$ cat src/rtl/painter_pkg.sv
// Shared definitions for the painter draw path: opcodes, word fields, screen size, FSM states.
// Latency: n/a (types and constants only).
// Backpressure: n/a.
package painter_pkg;

  // Default screen geometry
  localparam int H_RES_DEF = 640;
  localparam int V_RES_DEF = 480;

  // Command word layout: opcode in the top nibble, payload in the low bits
  localparam int WORD_W  = 16;
  localparam int OP_MSB  = 15;
  localparam int OP_LSB  = 12;
  localparam int COLOR_W = 3;
  localparam int X_W     = 10;
  localparam int Y_W     = 9;

  localparam logic [3:0] OP_RECT  = 4'h1;
  localparam logic [3:0] OP_CLEAR = 4'h2;

  // Word index within a command
  localparam logic [2:0] IDX_HDR = 3'd0;
  localparam logic [2:0] IDX_X0  = 3'd1;
  localparam logic [2:0] IDX_Y0  = 3'd2;
  localparam logic [2:0] IDX_X1  = 3'd3;
  localparam logic [2:0] IDX_Y1  = 3'd4;

  typedef enum logic {
    ST_IDLE = 1'b0,
    ST_EMIT = 1'b1
  } state_e;

  // Request as latched at acceptance, coordinates already ordered and clipped
  typedef struct packed {
    logic               op;     // 0 = RECT, 1 = CLEAR
    logic [COLOR_W-1:0] color;
    logic [X_W-1:0]     x0;
    logic [X_W-1:0]     x1;
    logic [Y_W-1:0]     y0;
    logic [Y_W-1:0]     y1;
  } cmd_t;

  // Header word: opcode nibble, zero gap, colour in the low bits
  function automatic logic [WORD_W-1:0] hdr_word(input logic op, input logic [COLOR_W-1:0] color);
    logic [3:0] opc;
    opc = op ? OP_CLEAR : OP_RECT;
    return {opc, 9'b0, color};
  endfunction

endpackage

$ cat src/rtl/draw_coord_clip.sv
// Orders two corner coordinates of one axis and clamps both to the last visible pixel.
// Latency: purely combinational.
// Backpressure: none.
module draw_coord_clip
  import painter_pkg::*;
#(
  parameter int W     = X_W,
  parameter int LIMIT = H_RES_DEF - 1
) (
  input  logic [W-1:0] a,
  input  logic [W-1:0] b,
  output logic [W-1:0] lo,
  output logic [W-1:0] hi
);

  localparam logic [W-1:0] LIM = LIMIT[W-1:0];

  logic [W-1:0] mn;
  logic [W-1:0] mx;

  // Swap into ascending order, then clamp each end independently
  always_comb begin
    mn = (a < b) ? a : b;
    mx = (a < b) ? b : a;
    lo = (mn > LIM) ? LIM : mn;
    hi = (mx > LIM) ? LIM : mx;
  end

endmodule

$ cat src/rtl/draw_cmd_issuer.sv
// Turns RECT/CLEAR requests into 16-bit command words for the draw unit FIFO.
// Latency: first word one cycle after acceptance; RECT 5 words, CLEAR 1 word, back to back.
// Backpressure: full holds the current word (we and data unchanged); one request in flight.
module draw_cmd_issuer
  import painter_pkg::*;
#(
  parameter int H_RES = H_RES_DEF,
  parameter int V_RES = V_RES_DEF
) (
  input  logic        clk,
  input  logic        reset,
  input  logic        req_valid,
  output logic        req_ready,
  input  logic        req_op,
  input  logic [2:0]  req_color,
  input  logic [9:0]  req_x0,
  input  logic [9:0]  req_x1,
  input  logic [8:0]  req_y0,
  input  logic [8:0]  req_y1,
  output logic        we,
  output logic [15:0] data,
  input  logic        full,
  output logic        busy
);

  state_e     state_q, state_d;
  logic [2:0] idx_q, idx_d;
  cmd_t       cmd_q, cmd_d;

  logic [X_W-1:0] x_lo, x_hi;
  logic [Y_W-1:0] y_lo, y_hi;
  logic           last_word;

  draw_coord_clip #(.W(X_W), .LIMIT(H_RES - 1)) u_clip_x (
    .a  (req_x0),
    .b  (req_x1),
    .lo (x_lo),
    .hi (x_hi)
  );

  draw_coord_clip #(.W(Y_W), .LIMIT(V_RES - 1)) u_clip_y (
    .a  (req_y0),
    .b  (req_y1),
    .lo (y_lo),
    .hi (y_hi)
  );

  // CLEAR is header-only; RECT ends on the Y1 word
  assign last_word = cmd_q.op ? (idx_q == IDX_HDR) : (idx_q == IDX_Y1);

  // State register; reset abandons any partially issued command
  always_ff @(posedge clk) begin
    if (reset) begin
      state_q <= ST_IDLE;
      idx_q   <= IDX_HDR;
      cmd_q   <= '0;
    end else begin
      state_q <= state_d;
      idx_q   <= idx_d;
      cmd_q   <= cmd_d;
    end
  end

  // Next state: latch the normalised request in IDLE, step words only when the FIFO takes them
  always_comb begin
    state_d = state_q;
    idx_d   = idx_q;
    cmd_d   = cmd_q;
    case (state_q)
      ST_IDLE: begin
        if (req_valid) begin
          cmd_d.op    = req_op;
          cmd_d.color = req_color;
          cmd_d.x0    = x_lo;
          cmd_d.x1    = x_hi;
          cmd_d.y0    = y_lo;
          cmd_d.y1    = y_hi;
          idx_d       = IDX_HDR;
          state_d     = ST_EMIT;
        end
      end
      ST_EMIT: begin
        if (!full) begin
          if (last_word) begin
            idx_d   = IDX_HDR;
            state_d = ST_IDLE;
          end else begin
            idx_d = idx_q + 3'd1;
          end
        end
      end
      default: state_d = ST_IDLE;
    endcase
  end

  // Outputs decode from state; reset forces them quiet in the same cycle it is raised
  always_comb begin
    req_ready = 1'b0;
    we        = 1'b0;
    busy      = 1'b0;
    data      = '0;
    if (!reset) begin
      req_ready = (state_q == ST_IDLE);
      if (state_q == ST_EMIT) begin
        we   = 1'b1;
        busy = 1'b1;
        case (idx_q)
          IDX_HDR: data = hdr_word(cmd_q.op, cmd_q.color);
          IDX_X0:  data = {6'b0, cmd_q.x0};
          IDX_Y0:  data = {7'b0, cmd_q.y0};
          IDX_X1:  data = {6'b0, cmd_q.x1};
          IDX_Y1:  data = {7'b0, cmd_q.y1};
          default: data = '0;
        endcase
      end
    end
  end

endmodule

$ cat config.mk
export PLATFORM = sky130hd
export DESIGN_NAME = draw_cmd_issuer
export DESIGN_NICKNAME = d
export VERILOG_FILES = /design/src/rtl/painter_pkg.sv /design/src/rtl/draw_coord_clip.sv /design/src/rtl/draw_cmd_issuer.sv
export SDC_FILE = /design/constraint.sdc
export NUM_CORES = 1
export LEC_CHECK = 0
export ABC_AREA = 1
export CAP_MARGIN = 20
export CORE_MARGIN = 2
export CORE_UTILIZATION = 47
export DETAILED_ROUTE_END_ITERATION = 8
export PLACE_DENSITY = 0.77
export SETUP_SLACK_MARGIN = 0.05
export SLEW_MARGIN = 0
export SYNTH_ARGS = -nofsm -noshare
export SYNTH_HDL_FRONTEND = slang
export SYNTH_SLANG_ARGS = --single-unit
$ cat constraint.sdc
create_clock -name clk -period 2.1 [get_ports clk]
set_clock_uncertainty 0.15 [all_clocks]
set_input_delay 0.42 -clock clk [delete_from_list [all_inputs] [get_ports clk]]
set_output_delay 0.42 -clock clk [all_outputs]
set_load 0.05 [all_outputs]
Yosys cells after proc, flatten, opt, wreduce, memory -nomap -nowiden. Index checks and enable logic that the tools add are counted.

Register bits after elaboration: 46. Bits of input ports: 46. Word-level logic and storage cells: 49.

Add/subtract/negate cells: 1. Magnitude comparators: 6. Equality and inequality tests: 6. Multiplexer cells: 24. Bitwise gates (word level): 1. Reduce and logical (&&, ||, !) cells: 3.

Operators with widths (count): $pmux W14 S5 (1); $mux W10 (4); $mux W9 (4); $mux W14 (2); $gt A10 B10 Y1 const B (2); $gt A9 B9 Y1 const B (2); $lt A10 B10 Y1 (1); $lt A9 B9 Y1 (1); $mux W3 (3); $mux W1 (7); $eq A3 B2 Y1 const B (2); $pmux W3 S2 (1); $ne A2 B2 Y1 const B (2); $reduce_and A2 Y1 (2); $add A3 B1 Y3 const B (1); $eq A3 B1 Y1 const B (1); $eq A3 B3 Y1 const B (1); $logic_not A3 Y1 (1); $mux W2 (1); $pmux W1 S2 (1); $not A1 Y1 (1).

Longest topological paths before layout. Gate-level depths: netlist of the first run.

Word-level depth: 5. Mapped depth: 14. Depth with buffers taken out: 14.

Modules after synthesis. A second synthesis of the first run with hierarchy kept.

Cells, all modules: 573. Area, all modules: 3629.7 µm².

By module, submodules not included: draw_cmd_issuer (instances 1, cells an instance 322, area an instance 2209.6 µm², sequential area each 920.9 µm²); draw_coord_clip (u_clip_y) (instances 1, cells an instance 128, area an instance 713.2 µm², sequential area each 0.0 µm²); draw_coord_clip (u_clip_x) (instances 1, cells an instance 123, area an instance 706.9 µm², sequential area each 0.0 µm²).

Worst setup path before layout of the first run. Ideal clock, no wire load.

Path kind: input port to output port. Start point: in reset. End point: out data[0]. Arrival time: 2.473 ns. Slack: -0.943 ns. Stages on the path: 3. Cells stage by stage: nor2_1 -> o41ai_2 -> a31oi_1.

Word-level cells in the longest chain between the ends: 1.

RTL lines: start: declaration (line draw_cmd_issuer.sv:11) `input logic reset,`; $mux W14 (line draw_cmd_issuer.sv:102) `if (!reset) begin`; end: declaration (line draw_cmd_issuer.sv:21) `output logic [15:0] data,`.

No other way between the ends.

Final worst setup path of the first run.
Start point: reg idx_q[1]. End point: out data[1].

Word-level cells in the longest chain between the ends: 4. Elaborated cells on any way between the ends: 8. Those cells by class: eq/ne: 4; mux: 3; reduce/logical: 1.

RTL lines: start: declaration (line draw_cmd_issuer.sv:27) `logic [2:0] idx_q, idx_d;`; start signal: assignment (line draw_cmd_issuer.sv:59) `idx_q <= idx_d;`; $eq A3 B3 Y1 (tied with other cells) (line draw_cmd_issuer.sv:107) `case (idx_q)`; $pmux W14 S5 (*) (line draw_cmd_issuer.sv:107); $mux W14 (*) (line draw_cmd_issuer.sv:104) `if (state_q == ST_EMIT) begin`; $mux W14 (*) (line draw_cmd_issuer.sv:102).

Mark *: on every way between the ends. The rest lies on a longest branch, timed or not.

==> results of run 1 <==
-- registers in the layout (all words and copies together), names as in the netlist --
register  cells
cmd_q        42
idx_q         3
state_q       1
-- repair_timing --
action | in CTS | in global routing
resized for setup | 133 | 62
setup endpoints to repair | 50 | 43
pin swaps | 55 | 35
setup buffers | 25 | 3
endpoints found under the hold margin | 0 | 0
cloned | 3 | 0
-- kinds of logic after synthesis --
| logic type | after synthesis |
|---|---|
| adder cells (fa/ha/maj) | 22 |
| AO/OA/AOI/OAI | 135 |
| other | 1 |
| AND/OR/NAND/NOR | 193 |
| buffers and inverters | 97 |
| flip-flops | 46 |
-- layout make-up --
type                       count  area [um^2]  area share [%]
multi-input combinational    356         2635           47.49
timing repair buffer         159         1545           27.85
sequential                    46        923.4           16.64
inverter                      66        249.0           4.487
tap                           96        120.1           2.165
clock buffer                   7        76.32           1.375
-- per-layer routing --
metal | part of all wire, % | up-vias
met1 | 39 | 1889
met4 | 3.4 | 0
met5 | 0 | -
met3 | 5.4 | 46
li1 | - | 1945
met2 | 52 | 205
-- layout by cell type, fill, tap and decap left out, types with 4 or more instances in the layout --
| master | n |
|---|---|
| sky130_fd_sc_hd__dfxtp_1 | 44 |
| sky130_fd_sc_hd__clkbuf_8 | 5 |
| sky130_fd_sc_hd__inv_1 | 41 |
| sky130_fd_sc_hd__clkbuf_2 | 5 |
| sky130_fd_sc_hd__a22o_1 | 6 |
| sky130_fd_sc_hd__nand3_1 | 4 |
| sky130_fd_sc_hd__clkdlybuf4s15_1 | 9 |
| sky130_fd_sc_hd__nand2_1 | 76 |
| sky130_fd_sc_hd__a221oi_2 | 6 |
| sky130_fd_sc_hd__inv_2 | 23 |
| sky130_fd_sc_hd__buf_12 | 20 |
| sky130_fd_sc_hd__conb_1 | 4 |
| sky130_fd_sc_hd__ha_1 | 7 |
| sky130_fd_sc_hd__buf_4 | 83 |
| sky130_fd_sc_hd__nand4_1 | 36 |
| sky130_fd_sc_hd__a21oi_4 | 4 |
| sky130_fd_sc_hd__ha_4 | 14 |
| sky130_fd_sc_hd__a21oi_2 | 17 |
| sky130_fd_sc_hd__dlygate4sd2_1 | 20 |
| sky130_fd_sc_hd__o211ai_1 | 8 |
| sky130_fd_sc_hd__nor2_4 | 10 |
| sky130_fd_sc_hd__nand2_2 | 32 |
| sky130_fd_sc_hd__o21ai_0 | 35 |
| sky130_fd_sc_hd__nand3_4 | 5 |
| sky130_fd_sc_hd__nand2_4 | 10 |
| sky130_fd_sc_hd__buf_6 | 9 |
| sky130_fd_sc_hd__nor2_2 | 9 |
| sky130_fd_sc_hd__a21oi_1 | 46 |
| sky130_fd_sc_hd__clkdlybuf4s50_1 | 11 |
| sky130_fd_sc_hd__nor2_1 | 12 |
-- how the worst max path moves through the flow --
stage                     slack (ns)  depth (start not counted)      start         to
after CTS                      -0.45                          7   idx_q[1]    data[1]
after floorplan                -0.20                          4   idx_q[1]    data[3]
after global routing           -0.49                          9   idx_q[1]    data[1]
final                          -0.44                          7   idx_q[1]    data[1]
after global placement         -0.48                         13  req_y1[4]  cmd_q[14]
after detailed placement       -0.53                         15  req_y1[4]  cmd_q[14]
-- per-stage QoR --
step                      utilization (%)  hold slack (ns)  setup WS [ns]  power, uW
after floorplan                         -           0.2950        -0.1992       1560
after CTS                           79.15           0.3333        -0.4451       2591
after global placement              69.39           0.3056        -0.4814       1896
final                               81.68           0.3479        -0.4424       2721
after detailed placement            69.39           0.3205        -0.5298       1928
after global routing                81.68           0.3550        -0.4929       2866
-- power groups by stage --
stage / Sequential, uW / Clock, uW / Combinational [uW]
CTS: 1020 / 518 / 1060
global placement: 1030 / 0 / 870
floorplan: 1010 / 0 / 548
detailed placement: 1030 / 0 / 900
finish: 1020 / 510 / 1190
global route: 1030 / 559 / 1280
-- worst min-delay path: stages, from the launching register on --
cell	delay [ns]
sky130_fd_sc_hd__dfxtp_1	0.33
sky130_fd_sc_hd__nand2_1	0.06
sky130_fd_sc_hd__a21oi_1	0.06
==> reports/metrics.sh, run 1 <==
SYNTH-XOR-AREA-SHARE_PCT=0
FINAL-SETUP-VIOL-COUNT=12
GLOBALROUTE.BUSIESTLAYER='met2'
SYNTH_TOP_CELL_AREA_SHARE_PCT=27.93
GLOBALROUTEMET1UTIL_PCT=32.32
SYNTH_EDF_COUNT=0
YOSYSSEQAREASHARE_PCT=27.93
POSTROUTEANTENNANETS=0
TOTALWIRELENGTH_UM=11770
MULTIPLEXER_SHARE_OF_THE_SYNTHESIZED_AREA_PCT=0
SYN_AREA_MM2=0.003297
WORSTHOLDPATHTYPE='reg2reg'
CRIT_ARRIVAL_NS=1.97
CRITICAL-PATH-TOP-CELL-BY-COUNT='sky130_fd_sc_hd__buf_12'
IR_DROP_uV=246.3
STATUS='finished, violations left'
AREAGROWTHSYNTHTOFINISH_PCT=68.31
SYNTH_FA_HA_AREA_SHARE_PCT=8.349
GR-USAGE-ALL-LAYERS_PCT=28.40
HOLD_VIOL=0
YS_FF_LATCH=46
TOP_LEVEL_PORTS=65
PORT-BUFFER-COUNT=60
CTS_HOLD_BUF=0
ANTENNADIODECOUNT=0
NUMBER_OF_VIOLATIONS_REPORTED_AT_THE_END_OF_DETAILED_ROUTING_ITERATION_0=328
CELLINTERNALPOWER_uW=1717
CORE_BOX_AREA_MM2=0.006794
INSTANCES_NO_FILL=730
P_SW_uW=1004
ROUTED_WIRE_LENGTH_PER_INSTANCE_UM=16.13
GRT_PASS1_VIAS=3915
NUMBER_OF_ANTENNA_VIOLATIONS_AT_THE_FIRST_CHECK_IN_GLOBAL_ROUTING=0
REPORT.FINAL.SLEW_VIOL_COUNT=0
SHARE_COMB_OF_TOTAL_POWER_PCT=43.7
DRT_FIRST_PASS_ITERS=5
WORST_HOLD_PATH.NUM_CELLS=2
POST_SYNTH_INST_COUNT=494
POWER_FRAC_SEQ_PCT=37.5
TIMING.FINAL.CRIT_SHARE_PCT=121.1
FINALNETCOUNT=702
TRITONCTS='yes'
CLOCK_TREE.BUFFER_DEPTH=2
TOTAL_NUMBER_OF_PLACEMENT_ROWS=30
SYNTH_WARNINGS=0
CHIPWIDTH_UM=87.76
CRITICAL_PATH.REG2REG.STARTPOINT='idx_q[1]'
RSZ0062_AT_GRT='yes'
HTREE_NUM_LEVELS=2
GATE_FAMILY_RESPONSIBLE_FOR_THE_MOST_DELAY_ALONG_THE_WORST_PATH='buffers and inverters'
CLOCK_SINK_COUNT=46
COMBINATIONAL_FAMILY_WITH_THE_MOST_AREA_AFTER_SYNTHESIS='simple AND/OR/NAND/NOR gates'
GRT_PASS1_WL_UM=17660
YOSYS.CELL_TYPES.COUNT=30
P_LEAK_uW=0.002487
CP_CELL_SEQUENCE='buf_12 -> ha_4 -> ha_4 -> o41ai_4 -> buf_12 -> a21oi_2 -> buf_12'
REMAINING_DRC_ERRORS=0
POWER.DENSITY_mW_PER_MM2=490.3
FINAL_CRITICAL_PATH_SETUP_SLACK_NS=-0.4424
CPPEAKSTAGEDELAY_NS=0.41
MIN_PERIOD_NS=2.542
INITIAL_UTIL_PCT=48.53
VIAS=4085
LAYOUT-DRIVE-GT1-SHARE_PCT=42.27
FIN_TNS_SETUP_NS=-4.367
OVERFLOW=0
DIEHEIGHT_UM=87.76
PLACEDINSTANCEAREA_MM2=0.004715
DETAILEDPLACEMENTHPWL_UM=6957
MAXCLOCKFREQUENCY_GHz=0.3933
FINAL_AREA_MM2=0.005549
MIN_DELAY_WORST_ENDPOINT='cmd_q[25]'
MET3_USAGE_GRT_PCT=3.582
WORST-SETUP-PATH-TYPE='reg2out'
WORST_SETUP_HOLD_PATH_CLK_SLEW_NS=0.08
BIGGEST_AREA_CONSUMER_AMONG_SYNTHESIZED_CELLS='sky130_fd_sc_hd__dfxtp_1'
HOLD_START='cmd_q[25]'
FP.DIEAREA_MM2=0.007701
SYN-MEAN-INSTANCE-AREA_UM2=6.674
MAX_CAP_VIOL_COUNT=0
ASYNCSETRESETFLOPFRACSYNTH_PCT=0
VIAS_PER_CELL=5.596
YOSYS.CELL_COUNT.TOP_TYPE='sky130_fd_sc_hd__nand2_1'
R2R_SLACK_NS=0.36
FILLERINSTANCES=400
POST_SYNTH_AND_OR_NAND_NOR_AREA_FRACTION_PCT=27.51
YOSYS-TOP-CELLS-COUNT='sky130_fd_sc_hd__nand2_1, sky130_fd_sc_hd__a21oi_1, sky130_fd_sc_hd__inv_1'
CLKPWRFRAC_PCT=18.8
CTSROOTBUFFERMASTER='sky130_fd_sc_hd__clkbuf_8'
LOGIC_DEPTH_OF_THE_WORST_REGISTER_TO_REGISTER_PATH=9
SETUP.WORST_PATH.END_CLASS='primary output'
YOSYS_MOST_USED_DFF='sky130_fd_sc_hd__dfxtp_1'
CRITPATHSLOWESTCELL='sky130_fd_sc_hd__o41ai_4'
GRT_START_MAX_NET_PINS=32
SYNTH_COMPOUND_GATE_AREA_SHARE_PCT=23.68
TRITONCTS.NUM_BUFFERS=5
REGTOREGENDPOINT='idx_q[2]'
CP_MAX_FO=10
WORSTSKEWPAIRLATENCY_NS=0.30
GLOBAL_ROUTE.USAGE.MET2_PCT=53.10
DPL.CELL_COUNT=692
CRIT_BUF_INV=3
SWITCHING_SHARE_PCT=36.89
NETLIST_TOP_CELLS_AREA='sky130_fd_sc_hd__dfxtp_1, sky130_fd_sc_hd__nand2_1, sky130_fd_sc_hd__a21oi_1'
FINALWEIGHTEDCONGESTION=0.8466
TIMING.CRITICAL_PATH.REQUIRED_NS=1.53
VIOLATIONS='setup timing'
STARTPOINT_CLASS='flop'
(Power assumes the default switching activity.)
==> run 2, diff against run 1 <==
- SKIP_CTS_REPAIR_TIMING: unset -> 1
==> reports/metrics.sh, run 2 (synthesis gave the netlist of run 1 again) <==
REGISTERS.TOP_BY_FF_COUNT='cmd_q'
MAXCLOCKFREQUENCY_GHz=0.3896
POWER.DENSITY_mW_PER_MM2=483.7
GRT_PASS1_VIAS=3393
CORE_BOX_AREA_MM2=0.006794
TOTALWIRELENGTH_UM=11530
GRT_PASS1_WL_UM=14720
FP.DIEAREA_MM2=0.007701
FILLERINSTANCES=382
TOTAL_NUMBER_OF_PLACEMENT_ROWS=30
WORST-SETUP-PATH-TYPE='reg2out'
CLOCK_TREE.BUFFER_DEPTH=2
IR_DROP_uV=249.6
GR-USAGE-ALL-LAYERS_PCT=23.20
REG_TOP3='cmd_q x42, idx_q x3, state_q x1'
DETAILEDPLACE.WORSTSLACK_NS=-0.5298
WORSTSKEWPAIRLATENCY_NS=0.31
RSZ0062_AT_GRT='yes'
DETAILEDPLACEMENTHPWL_UM=6957
POSTROUTEANTENNANETS=0
FINAL_CRITICAL_PATH_SETUP_SLACK_NS=-0.4670
FINAL-SETUP-VIOL-COUNT=13
TOP_LEVEL_PORTS=65
HOLD_VIOL=0
AREAGROWTHSYNTHTOFINISH_PCT=69.68
NUMBER_OF_VIOLATIONS_REPORTED_AT_THE_END_OF_DETAILED_ROUTING_ITERATION_0=326
DRT_FIRST_PASS_ITERS=7
INITIAL_UTIL_PCT=48.53
FINAL_COMMON_CELL='sky130_fd_sc_hd__nand2_1'
FINALWEIGHTEDCONGESTION=0.8466
MIN_PERIOD_NS=2.567
TRITONCTS='yes'
FINALNETCOUNT=688
WORST_SETUP_HOLD_PATH_CLK_SLEW_NS=0.08
DIEHEIGHT_UM=87.76
CP_MAX_FO=10
CLOCK_SINK_COUNT=46
ANTENNADIODECOUNT=0
TIMING.FINAL.CRIT_SHARE_PCT=122.2
CTSROOTBUFFERMASTER='sky130_fd_sc_hd__clkbuf_8'
LAYOUT-DRIVE-GT1-SHARE_PCT=37.10
TIMING.CRITICAL_PATH.REQUIRED_NS=1.53
SETUP.WORST_PATH.END_CLASS='primary output'
STARTPOINT_CLASS='flop'
CRIT_ARRIVAL_NS=2.00
GRT_START_MAX_NET_PINS=32
VIAS_PER_CELL=5.634
FIN_TNS_SETUP_NS=-4.662
LARGEST_REG_FLOPS=42
OVERFLOW=0
LAYOUT_COMMON_CELLS='sky130_fd_sc_hd__nand2_1, sky130_fd_sc_hd__buf_4, sky130_fd_sc_hd__a21oi_1, sky130_fd_sc_hd__dfxtp_1, sky130_fd_sc_hd__inv_1'
NUMBER_OF_ANTENNA_VIOLATIONS_AT_THE_FIRST_CHECK_IN_GLOBAL_ROUTING=0
REPORT.FINAL.SLEW_VIOL_COUNT=0
WORSTHOLDPATHTYPE='reg2reg'
VIOLATIONS='setup timing'
ROUTED_WIRE_LENGTH_PER_INSTANCE_UM=16.10
PORT-BUFFER-COUNT=60
HTREE_NUM_LEVELS=2
VIAS=4034
P_LEAK_uW=0.002691
STATUS='finished, violations left'
MAX_CAP_VIOL_COUNT=0
CHIPWIDTH_UM=87.76
TRITONCTS.NUM_BUFFERS=5
REMAINING_DRC_ERRORS=0
run 2: final timing paths:
check	start	end	slack [ns]	depth (start not counted)
worst max-delay path	idx_q[1]	data[1]	-0.47	7
worst min-delay path	cmd_q[5]	cmd_q[5]	0.34	2
worst max register to register	idx_q[1]	idx_q[2]	0.11	10
worst min register to register	cmd_q[5]	cmd_q[5]	0.34	2
run 2: metal layers:
metal | GRT usage [%] | part of all wire (%)
met3 | 2.828 | 6.2
met5 | 0 | 0
met4 | 7.133 | 4.6
met1 | 29.30 | 39
met2 | 41.12 | 51
run 2: critical path, stage by stage (launching register included):
cell and delay (ns):
sky130_fd_sc_hd__dfxtp_4 0.37, sky130_fd_sc_hd__buf_12 0.12, sky130_fd_sc_hd__ha_4 0.15, sky130_fd_sc_hd__ha_4 0.18, sky130_fd_sc_hd__o41ai_4 0.41, sky130_fd_sc_hd__buf_12 0.20, sky130_fd_sc_hd__a21oi_2 0.07, sky130_fd_sc_hd__buf_12 0.16
run 2: final cells by class:
class / instances / area [um^2] / area share, %
Clock buffer: 7 / 76.32 / 1.364
Inverter: 66 / 254.0 / 4.540
Multi-Input combinational cell: 357 / 2616 / 46.77
Timing Repair inverter: 1 / 7.507 / 0.1342
Sequential cell: 46 / 925.9 / 16.55
Timing Repair Buffer: 143 / 1594 / 28.49
Tap cell: 96 / 120.1 / 2.147
run 2: per-stage QoR:
stage | area (um^2) | power (uW) | instances | hold slack [ns] | utilization (%)
detailed placement | 4715 | 1928 | 692 | 0.3205 | 69.39
CTS | 4791 | 2434 | 699 | 0.3333 | 70.52
global placement | 4715 | 1896 | 692 | 0.3056 | 69.39
global route | 5594 | 2837 | 716 | 0.3547 | 82.34
floorplan | 3415 | 1560 | 497 | 0.2950 | -
finish | 5594 | 2706 | 716 | 0.3390 | 82.34
run 2: report_power, final:
group	switching, uW	total (uW)	internal (uW)
Combinational	637	1160	525
Sequential	62.9	1020	959
Clock	293	522	230
==> run 3, diff against run 2 <==
- CORE_UTILIZATION: 47 -> 50
- PLACE_DENSITY: 0.77 -> 0.78
- clock period: 2.1 -> 3 ns (I/O delays scaled with it)
==> reports/metrics.sh, run 3 (synthesis gave the netlist of run 1 again) <==
MAXCLOCKFREQUENCY_GHz=0.3526
ANTENNADIODECOUNT=0
CP_CELL_SEQUENCE='inv_1 -> ha_1 -> nand2_2 -> clkinvlp_4 -> a22o_1 -> a221oi_1 -> nor2_1 -> buf_12'
HOLD_VIOL=0
INSTANCES_NO_FILL=630
WORST-SETUP-PATH-TYPE='reg2out'
TIMING.FINAL.CRIT_SHARE_PCT=94.54
WORSTSKEWPAIRLATENCY_NS=0.30
CLOCK_TREE.BUFFER_DEPTH=2
GATE_FAMILY_RESPONSIBLE_FOR_THE_MOST_DELAY_ALONG_THE_WORST_PATH='compound AO/OA/AOI/OAI gates'
DRT_FIRST_PASS_ITERS=5
DIEHEIGHT_UM=85.20
GRT_START_MAX_NET_PINS=33
FIN_TNS_SETUP_NS=0
REGTOREGENDPOINT='idx_q[2]'
UTILIZATION_PCT=67.92
AREAGROWTHSYNTHTOFINISH_PCT=30.82
WORST_SETUP_HOLD_PATH_CLK_SLEW_NS=0.08
MIN_PERIOD_NS=2.836
SETUP.WORST_PATH.END_CLASS='primary output'
WORSTHOLDPATHTYPE='reg2reg'
NUMBER_OF_VIOLATIONS_REPORTED_AT_THE_END_OF_DETAILED_ROUTING_ITERATION_0=143
GRT_PASS1_VIAS=3311
CPPEAKSTAGEDELAY_NS=0.36
CP_MAX_FO=5
POSTROUTEANTENNANETS=0
TOTALWIRELENGTH_UM=8480
PORT-BUFFER-COUNT=60
IR_DROP_uV=241.3
REPORT.FINAL.SLEW_VIOL_COUNT=0
HTREE_NUM_LEVELS=2
FINALWEIGHTEDCONGESTION=0.8389
CORE_BOX_AREA_MM2=0.006350
TOTAL_NUMBER_OF_PLACEMENT_ROWS=29
MIN_DELAY_WORST_ENDPOINT='cmd_q[36]'
REGISTERS.TOP_BY_FF_COUNT='cmd_q'
REMAINING_DRC_ERRORS=0
STATUS='finished, final reports clean'
DPL.CELL_COUNT=621
LAYOUT_COMMON_CELLS='sky130_fd_sc_hd__nand2_1, sky130_fd_sc_hd__a21oi_1, sky130_fd_sc_hd__inv_1, sky130_fd_sc_hd__dfxtp_1, sky130_fd_sc_hd__clkdlybuf4s50_1'
ROUTED_WIRE_LENGTH_PER_INSTANCE_UM=13.46
FILLERINSTANCES=556
CRITPATHSLOWESTCELL='sky130_fd_sc_hd__dfxtp_1'
CRITICAL_PATH.REG2REG.STARTPOINT='idx_q[0]'
LAYOUT-DRIVE-GT1-SHARE_PCT=13.20
NUMBER_OF_ANTENNA_VIOLATIONS_AT_THE_FIRST_CHECK_IN_GLOBAL_ROUTING=0
GRT_PASS1_WL_UM=14260
FINAL_COMMON_CELL='sky130_fd_sc_hd__nand2_1'
CTSROOTBUFFERMASTER='sky130_fd_sc_hd__clkbuf_8'
WORST_HOLD_PATH.NUM_CELLS=2
FINAL_AREA_MM2=0.004313
REG_TOP3='cmd_q x42, idx_q x3, state_q x1'
POWER.DENSITY_mW_PER_MM2=417.9
VIAS=3499
GR-USAGE-ALL-LAYERS_PCT=23.40
CRIT_ARRIVAL_NS=2.09
VIAS_PER_CELL=5.554
LARGEST_REG_FLOPS=42
TOP_LEVEL_PORTS=65
FINAL-SETUP-VIOL-COUNT=0
R2R_SLACK_NS=1.16
P_LEAK_uW=0.001955
TIMING.CRITICAL_PATH.REQUIRED_NS=2.25
DETAILEDPLACEMENTHPWL_UM=6395
CRIT_BUF_INV=3
STARTPOINT_CLASS='flop'
TRITONCTS.NUM_BUFFERS=5
CHIPWIDTH_UM=85.20
MAX_CAP_VIOL_COUNT=0
LOGIC_DEPTH_OF_THE_WORST_REGISTER_TO_REGISTER_PATH=8
CLOCK_SINK_COUNT=46
RSZ0062_AT_GRT='no'
HOLD_START='cmd_q[36]'
FINALNETCOUNT=620
INITIAL_UTIL_PCT=51.92
TRITONCTS='yes'
FP.DIEAREA_MM2=0.007259
PLACEDINSTANCEAREA_MM2=0.004154
OVERFLOW=0
run 3: stage by stage:
| step | hold slack [ns] | worst slack (ns) | power, uW |
|---|---|---|---|
| 2_1_floorplan | 0.2950 | 0.06120 | 1082 |
| 3_3_place_gp | 0.3052 | 0.1700 | 1246 |
| 3_5_place_dp | 0.3141 | 0.1375 | 1262 |
| 4_1_cts | 0.3230 | 0.08599 | 1805 |
| 5_1_grt | 0.3422 | 0.03888 | 1904 |
| 6_report | 0.3250 | 0.1639 | 1802 |
run 3: area by class of cell:
type	count	area (um^2)	area share (%)
sequential	46	922.1	21.38
inverter	66	251.5	5.831
timing repair inverter	1	7.507	0.1741
clock inverter	3	68.82	1.596
tap	77	96.34	2.234
multi-input combinational	354	2012	46.65
clock buffer	5	68.82	1.596
timing repair buffer	78	885.9	20.54
run 3: where the power goes:
part | internal (uW) | switching [uW] | total [uW]
sequential | 672 | 39.2 | 711
clock | 334 | 210 | 543
combinational | 224 | 324 | 548
total | 1230 | 573 | 1800
run 3: worst max-delay path by stage:
stage | start | endpoint | slack, ns | cells past startpoint
floorplan | reset | data[3] | 0.06 | 3
global placement | req_y1[4] | cmd_q[0] | 0.17 | 11
detailed placement | req_y1[4] | cmd_q[14] | 0.14 | 13
CTS | idx_q[0] | data[5] | 0.09 | 8
global route | idx_q[0] | data[6] | 0.04 | 8
finish | idx_q[0] | data[5] | 0.16 | 8
run 3: routing by layer:
layer	track usage (%)	vias to the layer above	part of all wire (%)
met5	0	-	0
li1	-	1784	-
met4	6.061	0	1.7
met1	28.50	1578	44
met2	43.11	120	49
met3	3.113	17	4.9
run 3: worst register-to-register path, stage by stage, from the launching register on:
cell and delay [ns]:
sky130_fd_sc_hd__dfxtp_1 0.36, sky130_fd_sc_hd__inv_1 0.10, sky130_fd_sc_hd__ha_1 0.27, sky130_fd_sc_hd__nand2_2 0.16, sky130_fd_sc_hd__clkinvlp_4 0.16, sky130_fd_sc_hd__o21ai_0 0.24
sky130_fd_sc_hd__nand2_1 0.13, sky130_fd_sc_hd__a2bb2oi_1 0.14, sky130_fd_sc_hd__nor2_1 0.08
